## config.mk

```make
export PLATFORM = sky130hd
export DESIGN_NAME = e3_div_flat
export DESIGN_NICKNAME = d
export VERILOG_FILES = /design/src/rtl/e3_div_pkg.sv /design/src/rtl/e3_div_if.sv /design/src/rtl/e3_div_bin2e3.sv /design/src/rtl/e3_div.sv /design/src/flat_wrapper.sv
export SDC_FILE = /design/constraint.sdc
export NUM_CORES = 1
export LEC_CHECK = 0
export CORE_MARGIN = 10
export CORE_UTILIZATION = 53
export DETAILED_ROUTE_END_ITERATION = 6
export HOLD_SLACK_MARGIN = 0.1
export PLACE_DENSITY = 0.77
export RECOVER_POWER = 25
export SLEW_MARGIN = 20
export SYNTH_ARGS = -nofsm -noshare
export SYNTH_HDL_FRONTEND = slang
export SYNTH_SLANG_ARGS = --single-unit
```

## constraint.sdc

```tcl
create_clock -name clk -period 3.65 [get_ports clk]
set_input_delay 0.9125 -clock clk [delete_from_list [all_inputs] [get_ports clk]]
set_output_delay 0.9125 -clock clk [all_outputs]
set_load 0.01 [all_outputs]
```

## src/rtl/e3_div_pkg.sv

```systemverilog
// Shared constants and state encoding for the Excess-3 divider.
package e3_pkg;

    localparam int          E3_BIAS = 3;
    localparam logic [3:0]  E3_ZERO = 4'h3;
    localparam logic [3:0]  E3_MIN  = 4'h3;
    localparam logic [3:0]  E3_MAX  = 4'hC;

    // FSM state type with fixed constant encodings
    typedef logic [1:0] state_t;
    localparam state_t IDLE = 2'd0;
    localparam state_t CONV = 2'd1;
    localparam state_t DIV  = 2'd2;
    localparam state_t DONE = 2'd3;

    // True when a 4-bit code is a legal Excess-3 digit (0..9)
    function automatic logic e3_digit_ok(input logic [3:0] code);
        return (code >= E3_MIN) && (code <= E3_MAX);
    endfunction

endpackage

```

## src/rtl/e3_div_if.sv

```systemverilog
// Operand/result handshake bundle for the Excess-3 divider.
interface e3_div_if;

    logic       in_valid;
    logic       in_ready;
    logic [7:0] dividend;
    logic [3:0] divisor;
    logic       out_valid;
    logic       out_ready;
    logic [7:0] quotient;
    logic [3:0] remainder;
    logic       err;

    modport master (
        output in_valid, dividend, divisor, out_ready,
        input  in_ready, out_valid, quotient, remainder, err
    );

    modport slave (
        input  in_valid, dividend, divisor, out_ready,
        output in_ready, out_valid, quotient, remainder, err
    );

endinterface

```

## src/rtl/e3_div_bin2e3.sv

```systemverilog
// Combinational binary (0..99) to two Excess-3 digits {tens, units}.
module e3_bin2e3 #(
    parameter int BIAS = 3
) (
    input  logic [6:0] bin,
    output logic [3:0] tens,
    output logic [3:0] units
);

    logic [6:0] tens_bin;
    logic [6:0] units_bin;

    // Split into decimal digits, then add the code offset to each
    always_comb begin
        tens_bin  = bin / 7'd10;
        units_bin = bin % 7'd10;
        tens      = 4'(tens_bin  + 7'(BIAS));
        units     = 4'(units_bin + 7'(BIAS));
    end

endmodule

```

## src/rtl/e3_div.sv

```systemverilog
// Sequential restoring divider for Excess-3 operands: two-digit dividend,
// one-digit divisor, two-digit quotient and one-digit remainder.
// Optional input-code checking is enabled by defining E3_DIV_CHECK_EN.
module e3_div
    import e3_pkg::*;
#(
    parameter int BIAS  = E3_BIAS,
    parameter int DIV_W = 7
) (
    input  logic     clk,
    input  logic     rst_n,
    e3_div_if.slave  bus
);

    localparam logic [2:0] LAST_ITER = 3'(DIV_W - 1);

    state_t             state;
    logic [7:0]         op_dvd;
    logic [3:0]         op_dvs;
    logic [DIV_W-1:0]   dvd_q;      // dividend bits shift out, quotient bits shift in
    logic [3:0]         dvs_bin;
    logic [4:0]         prem;       // partial remainder with guard bit
    logic [2:0]         iter;
    logic               out_valid;
    logic [7:0]         quotient;
    logic [3:0]         remainder;
    logic               err;

    logic [DIV_W-1:0]   dvd_conv;
    logic [3:0]         dvs_conv;
    logic               code_bad;
    logic [4:0]         prem_sh;
    logic               take;
    logic [4:0]         prem_nx;
    logic [DIV_W-1:0]   q_nx;
    logic [3:0]         q_tens;
    logic [3:0]         q_units;
    logic [3:0]         r_tens;
    logic [3:0]         r_units;
    logic [3:0]         r_digit;

    // Excess-3 dividend to binary; illegal codes simply wrap
    function automatic logic [DIV_W-1:0] dvd_to_bin(input logic [7:0] code);
        logic [7:0] t;
        logic [7:0] u;
        t = {4'b0, code[7:4]} - 8'(BIAS);
        u = {4'b0, code[3:0]} - 8'(BIAS);
        return DIV_W'(8'(t * 8'd10) + u);
    endfunction

    // Operand conversion and optional code check for the CONV state
    always_comb begin
        dvd_conv = dvd_to_bin(op_dvd);
        dvs_conv = 4'(op_dvs - 4'(BIAS));
`ifdef E3_DIV_CHECK_EN
        code_bad = !e3_digit_ok(op_dvd[7:4]) || !e3_digit_ok(op_dvd[3:0]) ||
                   !e3_digit_ok(op_dvs);
`else
        code_bad = 1'b0;
`endif
    end

    // One restoring shift-subtract step
    always_comb begin
        prem_sh = {prem[3:0], dvd_q[DIV_W-1]};
        take    = prem_sh >= {1'b0, dvs_bin};
        prem_nx = take ? (prem_sh - {1'b0, dvs_bin}) : prem_sh;
        q_nx    = {dvd_q[DIV_W-2:0], take};
    end

    e3_bin2e3 #(.BIAS(BIAS)) u_q_enc (
        .bin   (q_nx),
        .tens  (q_tens),
        .units (q_units)
    );

    e3_bin2e3 #(.BIAS(BIAS)) u_r_enc (
        .bin   (7'(prem_nx)),
        .tens  (r_tens),
        .units (r_units)
    );

    // Remainders above 9 only arise from illegal codes; pin them to the top digit
    always_comb begin
        r_digit = (r_tens == E3_ZERO) ? r_units : E3_MAX;
    end

    // Control FSM, datapath registers and registered result outputs
    always_ff @(posedge clk or negedge rst_n) begin
        if (!rst_n) begin
            state     <= IDLE;
            op_dvd    <= '0;
            op_dvs    <= '0;
            dvd_q     <= '0;
            dvs_bin   <= '0;
            prem      <= '0;
            iter      <= '0;
            out_valid <= 1'b0;
            quotient  <= {E3_ZERO, E3_ZERO};
            remainder <= E3_ZERO;
            err       <= 1'b0;
        end else begin
            case (state)
                IDLE: begin
                    if (bus.in_valid) begin
                        op_dvd <= bus.dividend;
                        op_dvs <= bus.divisor;
                        state  <= CONV;
                    end
                end
                CONV: begin
                    dvd_q   <= dvd_conv;
                    dvs_bin <= dvs_conv;
                    prem    <= '0;
                    iter    <= '0;
                    if ((dvs_conv == 4'd0) || code_bad) begin
                        err       <= 1'b1;
                        quotient  <= {E3_ZERO, E3_ZERO};
                        remainder <= E3_ZERO;
                        out_valid <= 1'b1;
                        state     <= DONE;
                    end else begin
                        state <= DIV;
                    end
                end
                DIV: begin
                    prem  <= prem_nx;
                    dvd_q <= q_nx;
                    iter  <= iter + 3'd1;
                    if (iter == LAST_ITER) begin
                        quotient  <= {q_tens, q_units};
                        remainder <= r_digit;
                        err       <= 1'b0;
                        out_valid <= 1'b1;
                        state     <= DONE;
                    end
                end
                DONE: begin
                    if (bus.out_ready) begin
                        out_valid <= 1'b0;
                        state     <= IDLE;
                    end
                end
                default: state <= IDLE;
            endcase
        end
    end

    assign bus.in_ready  = (state == IDLE);
    assign bus.out_valid = out_valid;
    assign bus.quotient  = quotient;
    assign bus.remainder = remainder;
    assign bus.err       = err;

endmodule

```

## src/flat_wrapper.sv

```systemverilog
// flat-port wrapper written by rule: the top's interface ports become plain ports
module e3_div_flat import e3_pkg::*;
#(
    parameter int BIAS  = E3_BIAS,
    parameter int DIV_W = 7
)
  (clk, rst_n, bus_in_valid, bus_dividend, bus_divisor, bus_out_ready, bus_in_ready, bus_out_valid, bus_quotient, bus_remainder, bus_err);
  e3_div_if bus_i ();
  input  logic clk;
  input  logic rst_n;
  input wire logic [$bits(bus_i.in_valid)-1:0] bus_in_valid;
  input wire logic [$bits(bus_i.dividend)-1:0] bus_dividend;
  input wire logic [$bits(bus_i.divisor)-1:0] bus_divisor;
  input wire logic [$bits(bus_i.out_ready)-1:0] bus_out_ready;
  output wire logic [$bits(bus_i.in_ready)-1:0] bus_in_ready;
  output wire logic [$bits(bus_i.out_valid)-1:0] bus_out_valid;
  output wire logic [$bits(bus_i.quotient)-1:0] bus_quotient;
  output wire logic [$bits(bus_i.remainder)-1:0] bus_remainder;
  output wire logic [$bits(bus_i.err)-1:0] bus_err;
  assign bus_i.in_valid = bus_in_valid;
  assign bus_i.dividend = bus_dividend;
  assign bus_i.divisor = bus_divisor;
  assign bus_i.out_ready = bus_out_ready;
  assign bus_in_ready = bus_i.in_ready;
  assign bus_out_valid = bus_i.out_valid;
  assign bus_quotient = bus_i.quotient;
  assign bus_remainder = bus_i.remainder;
  assign bus_err = bus_i.err;
  e3_div #(.BIAS(BIAS), .DIV_W(DIV_W)) u_core (.clk(clk), .rst_n(rst_n), .bus(bus_i));
endmodule
```

# Word-level counts from Yosys, hierarchy flattened
# Cells that the tools add are included.
[totals] output_inout_bits=15 register_bits=46 elab_cells=66
[op_classes] multipliers=1 eq_ne=9 n_addsub=10 magnitude_cmp=1 n_reduce_logical=8 div_mod_pow=4 muxes=22
[ops] cell="adder 4 x 2 -> 4 bit (second input constant)" count=4
[ops] cell="2-to-1 mux 8 bit" count=2
[ops] cell="one-hot mux 4 bit (2 select lines)" count=2
[ops] cell="one-hot mux 8 bit (2 select lines)" count=1
[ops] cell="one-hot mux 7 bit (2 select lines)" count=1
[ops] cell="2-to-1 mux 4 bit" count=3
[ops] cell="subtractor 4 x 2 -> 5 bit (second input constant)" count=2
[ops] cell="multiplier 8 x 3 -> 6 bit (second input constant)" count=1
[ops] cell="one-hot mux 2 bit (4 select lines)" count=1
[ops] cell="adder 7 bit" count=1
[ops] cell="divider 5 x 4 -> 7 bit (second input constant)" count=1
[ops] cell="divider 7 x 4 -> 7 bit (second input constant)" count=1
[ops] cell="remainder unit 5 x 4 -> 7 bit (second input constant)" count=1
[ops] cell="remainder unit 7 x 4 -> 7 bit (second input constant)" count=1
[ops] cell="2-to-1 mux 2 bit" count=3
[ops] cell="one-hot mux 3 bit (2 select lines)" count=1
[ops] cell="AND reduction 3 bit" count=2
[ops] cell=">= comparator 5 x 4 -> 1 bit" count=1
[ops] cell="2-to-1 mux 1 bit" count=5
[ops] cell="2-to-1 mux 5 bit" count=1
[ops] cell="subtractor 5 x 4 -> 5 bit" count=1
[ops] cell="== test 2 bit (second input constant)" count=2
[ops] cell="== test 4 x 2 -> 1 bit (second input constant)" count=1
[ops] cell="zero test 4 bit" count=1
[ops] cell="other kinds (13)" count=15

# Logic depth before layout (Yosys ltp)
[logic_depth] ltp_word=8 depth_mapped=19 depth_no_buf=19

# Hierarchy
# A second synthesis with hierarchy kept.
[unflattened] cells_unflattened=478 area_unflattened_um2=4221.5
[modules_own_cells] mod="e3_div" instances=1 cells_per_inst=280 seq_area_each_um2=1158.6 area_per_inst_um2=2844.0
[modules_own_cells] mod="e3_bin2e3 at u_core.u_q_enc" instances=1 cells_per_inst=97 seq_area_each_um2=0.0 area_per_inst_um2=704.4
[modules_own_cells] mod="e3_bin2e3 at u_core.u_r_enc" instances=1 cells_per_inst=101 seq_area_each_um2=0.0 area_per_inst_um2=673.1

# Least setup slack after synthesis
# OpenSTA, ideal clock, no wires.
[synth_path] kind="register -> register" from="register u_core.dvd_q[4]" to="register u_core.quotient[2], in the netlist u_core.bus.quotient[2]" setup_ns=0.122 n_path_buf=2 slack_ns=-0.300 stages_incl_launch_ff=15 arrival_ns=3.828 required_time_ns=3.528 path_cell_list="dfrtp_1 > inv_1 > ha_1 > o21ai_4 > xnor2_2 > mux2_4 > nor3_1 > ha_1 > buf_1 > inv_1 > o31a_1 > or3_1 > buf_6 > a2111o_1 > a32o_1"
[synth_between] elab_chain_len=4
[synth_rtl] element="start: declaration" line_no="e3_div.sv:20" source="logic [DIV_W-1:0] dvd_q;"
[synth_rtl] element="start signal: assignment" line_no="e3_div.sv:112" source="dvd_q <= dvd_conv;"
[synth_rtl] element="start signal: assignment" line_no="e3_div.sv:128" source="dvd_q <= q_nx;"
[synth_rtl] element="remainder unit 7 x 4 -> 7 bit" line_no="e3_div_bin2e3.sv:16" source="units_bin = bin % 7'd10;"
[synth_rtl] element="adder 4 x 2 -> 4 bit" line_no="e3_div_bin2e3.sv:18" source="units = 4'(units_bin + 7'(BIAS));"
[synth_rtl] element="2-to-1 mux 8 bit" line_no="e3_div.sv:130" source="if (iter == LAST_ITER) begin"
[synth_rtl] element="one-hot mux 8 bit (2 select lines)" line_no="e3_div.sv:103" source="case (state)"
[synth_rtl] element="end signal: assignment" line_no="e3_div.sv:99" source="quotient <= {E3_ZERO, E3_ZERO};"
[synth_rtl] element="end signal: assignment" line_no="e3_div.sv:118" source="quotient <= {E3_ZERO, E3_ZERO};"
[synth_rtl] element="end signal: assignment" line_no="e3_div.sv:131" source="quotient <= {q_tens, q_units};"
[synth_rtl] element="end: declaration" line_no="e3_div.sv:25" source="logic [7:0] quotient;"
# Every way passes these cells. The select of a mux whose other input is x is not followed.
# A chain may end at the register's enable or synchronous reset.

# Final worst setup path
[layout_path] from="register u_core.dvd_q[6]" to="register u_core.remainder[1], in the netlist u_core.bus.remainder[1]"
[layout_between] elab_chain_len=8 elab_cells_between_ends=11 cone_classes="add/sub: 3; div: 2; order compare: 1; eq/ne: 1; mux: 4"
[layout_rtl] element="subtractor 5 x 4 -> 5 bit / >= comparator 5 x 4 -> 1 bit (equally long branches)" line_no="e3_div.sv:67, e3_div.sv:66"
[layout_rtl] element="2-to-1 mux 5 bit *" line_no="e3_div.sv:67" source="prem_nx = take ? (prem_sh - {1'b0, dvs_bin}) : prem_sh;"
[layout_rtl] element="divider 5 x 4 -> 7 bit" line_no="e3_div_bin2e3.sv:15" source="tens_bin = bin / 7'd10;"
[layout_rtl] element="adder 4 x 2 -> 4 bit" line_no="e3_div_bin2e3.sv:17" source="tens = 4'(tens_bin + 7'(BIAS));"
[layout_rtl] element="== test 4 x 2 -> 1 bit" line_no="e3_div.sv:85" source="r_digit = (r_tens == E3_ZERO) ? r_units : E3_MAX;"
[layout_rtl] element="2-to-1 mux 4 bit *" line_no="e3_div.sv:85"
[layout_rtl] element="2-to-1 mux 4 bit *" line_no="e3_div.sv:130"
[layout_rtl] element="one-hot mux 4 bit (2 select lines) *" line_no="e3_div.sv:103"
[layout_rtl] element="end signal: assignment" line_no="e3_div.sv:132" source="remainder <= r_digit;"
[layout_rtl] element="end: declaration" line_no="e3_div.sv:26" source="logic [3:0] remainder;"
# Mark *: on every way between the ends. The rest lies on a longest branch, timed or not. The select of a mux whose other input is x is not followed.

==> summary.md <==
| Metric | Value |
|---|---|
| Crit path launch type | register |
| RSZ-0062 raised after global routing | yes |
| Via count | between 2k and 3k |
| Area share of the largest cell type after synthesis | between 20% and 30% |
| Fin crit share | roughly 99% |
| Status | complete, but fails checks |
| Pin count of the biggest net entering global routing | 47 |
| Max-cap viol count | 1 |
| Most common cell after layout, fill and taps aside | nand2_1 |
| WL final | 7540 um |
| TritonRoute pass-1 iters | 4 |
| Num rows | 29 |
| Final Hold Fails | 0 |
| CP Max Fanout | 5 |
| Clk buf depth | 2 |
| GR Overflow Total | 0 |
| Mapped Cells | 394 |
| ANT nets after route | 0 |
| Arr. time, crit path | 3.82 ns |
| Total CTS buffers | 5 |
| Clk_skew | 0.00455 ns |
| Area growth syn-to-layout | 21.1% |
| Die ar. | a little over 10000 um^2 |
| Initial Util | 54.6% |
| CP endpoint kind | register |
| Sequential area share after synthesis | between 30% and 40% |
| Core area | 6390 um^2 |
| Fmax | between 0.2 and 0.3 GHz |
| First-pass GRT wire length | 12100 um |
| Slew of the pin with the lowest slew margin | between 2 and 2.5 ns |
| EDFF count, synth | 0 |
| FF+latch count, synth | between 40 and 50 |
| Hold_buf cts | 0 |
| Failing checks | max-capacitance violations, max-slew violations |
| Clock Sink Count | between 40 and 50 |
| Gpl congestion | between 0.8 and 0.9 |
| Tmin final | 3.61 ns |
| Ratio of cells with drive above 1 in the final layout | 19.7% |
| Synth cell types | 66 |
| CP Cell Sequence | inv_1 -> ha_1 -> fa_1 -> xnor2_1 -> o21ai_2 -> a21boi_4 -> nand2_2 -> ha_4 -> a311o_1 -> and2_4 -> ha_4 -> o21ai_2 -> nand3_1 -> nand3_1 -> xor2_1 -> ha_2 -> o31ai_2 |
| Required time worst endpoint | about 3.9 ns |
| Placed Area | 3940 um^2 |
| Critical path type | reg2reg |
| IO Pins | 31 |
| Pre-CTS setup slack | -0.0516 ns |
| Slowest-stage cell, CP | fa_1 |
| Die width | ~100 um |
| Final instance area | 4230 um^2 |
| HP Class | reg2reg |
| DP HPWL | 5520 um |
| GRT Util Overall | approximately 14% |
| Top post-synthesis cells by area | dfrtp_1 29%, ha_1 10%, o21ai_0 5.6%, nand2_1 4.6%, dfstp_2 4.5% |
| Die height | roughly 100 um |
| CTS root buffer | clkbuf_8 |
| Post-synth ARST share | 100% |
| Setup_tns | 0 ns |
| Port Buffers | 30 |
| Wire length per cell | about 15 um |
| Syn nets | between 400 and 500 |
| H-tree depth | 2 |
| Worst-path clk slew | roughly 0.09 ns |
| Drt drc | 0 |
| Mapped Avg Cell Area | between 8 and 9 um^2 |
| Synth warn | 0 |
| Most frequent cells in the layout | 41 x nand2_1, 40 x dfrtp_1, 34 x o21ai_0 |
| Antenna violations before repair | 0 |
| Synth Cell Area | ~3500 um^2 |
| Antenna diodes | 0 |
| Fin. max-slew vios | between 40 and 50 |
| Vias in the first global route | roughly 2.7k |
| Synth area leader | dfrtp_1 |
| Initial DRC count | around 150 |
| Vias/cell | 5.70 |
| Max-Slew Margin vs Limit | -63.8% |
| Skew-Pair Late Insertion Delay | 0.30 ns |
| Critical Path Max Stage Delay | 0.43 ns |
| Ys flop type | dfrtp_1 |
| CTS tree | done |
| Finished Core Util | around two thirds |
| Layout net count | between 400 and 500 |
| Final worst slack | ~0.044 ns |
| R2R Setup Slk | approximately 0.044 ns |
| # setup viols final | 0 |
[state kept, by name (all words and copies together), names as in the netlist]
signal / count
u_core.bus.quotient: 8
u_core.op_dvd: 8
u_core.dvd_q: 7
u_core.bus.remainder: 4
u_core.dvs_bin: 4
u_core.op_dvs: 4
u_core.prem: 4
u_core.iter: 3
u_core.state: 2
u_core.bus.err: 1
u_core.bus.out_valid: 1
[repair_timing]
action | CTS | global route
gates resized for setup | 3 | 30
buffers inserted | 0 | 9
pin swaps | 0 | 11
endpoints found under the setup margin | 2 | 5
[worst paths after layout]
check,startpoint,endpoint,depth (start not counted)
setup / recovery,u_core.dvd_q[6],u_core.bus.remainder[1],17
hold / removal,u_core.bus.remainder[3],u_core.bus.remainder[3],2
setup reg to reg,u_core.dvd_q[6],u_core.bus.remainder[1],17
hold reg to reg,u_core.bus.remainder[3],u_core.bus.remainder[3],2
max in group asynchronous,rst_n,u_core.bus.quotient[3],1
min in group asynchronous,rst_n,u_core.op_dvd[0],1
[layout make-up]
class	count	area, um^2
Tap cell	77	96.3
Multi-Input combinational cell	294	2240
Timing Repair Buffer	58	508
Sequential cell	46	1160
Fill cell	518	2160
Clock buffer	7	76.3
Clock inverter	1	7.51
Inverter	36	138
[cell usage after synthesis, types with 5 or more instances]
cell type,number
nand2_1,43
dfrtp_1,40
o21ai_0,39
inv_1,34
ha_1,29
a21oi_1,25
nor2_1,20
xnor2_1,16
clkbuf_1,14
mux2_2,13
nor3_1,9
xor2_1,8
dfstp_2,6
nand3_1,6
o22ai_1,5
[cell families (layout without fill, tap and decap cells)]
family	after synthesis	count (layout)	synth area share, %
AO/OA/AOI/OAI	114	114	21.6
AND/OR/NAND/NOR	105	105	14.5
buffers and inverters	54	102	6.35
flip-flops	46	46	33.2
adder cells (fa/ha/maj)	33	33	12.4
XOR/XNOR	25	25	6.49
multiplexers	17	17	5.49
[layer usage]
metal,global-route usage (%),vias up,wire length (um)
met5,0,-,0
met1,17.6,1411,3380
met3,3.74,9,386
met2,23.4,64,3680
met4,2.68,0,97
li1,-,1475,-
[worst max-delay path: cells and delay by family, from the launching register on]
kind | cells | cell delay [ns]
xor+xnor | 2 | 0.33
compound gates | 5 | 0.94
simple gates | 4 | 0.49
buf+inv | 1 | 0.08
fa+ha+maj | 5 | 1.31
flops | 1 | 0.35
[per-stage QoR]
stage	hold WS, ns	instances
after floorplan	0.475	394
after global placement	0.459	502
after detailed placement	0.469	502
after CTS	0.489	510
after global routing	0.514	519
final	0.481	519
Power is not shown: default switching activity piles up to over one toggle a cycle in this logic, so the estimate is an artifact.
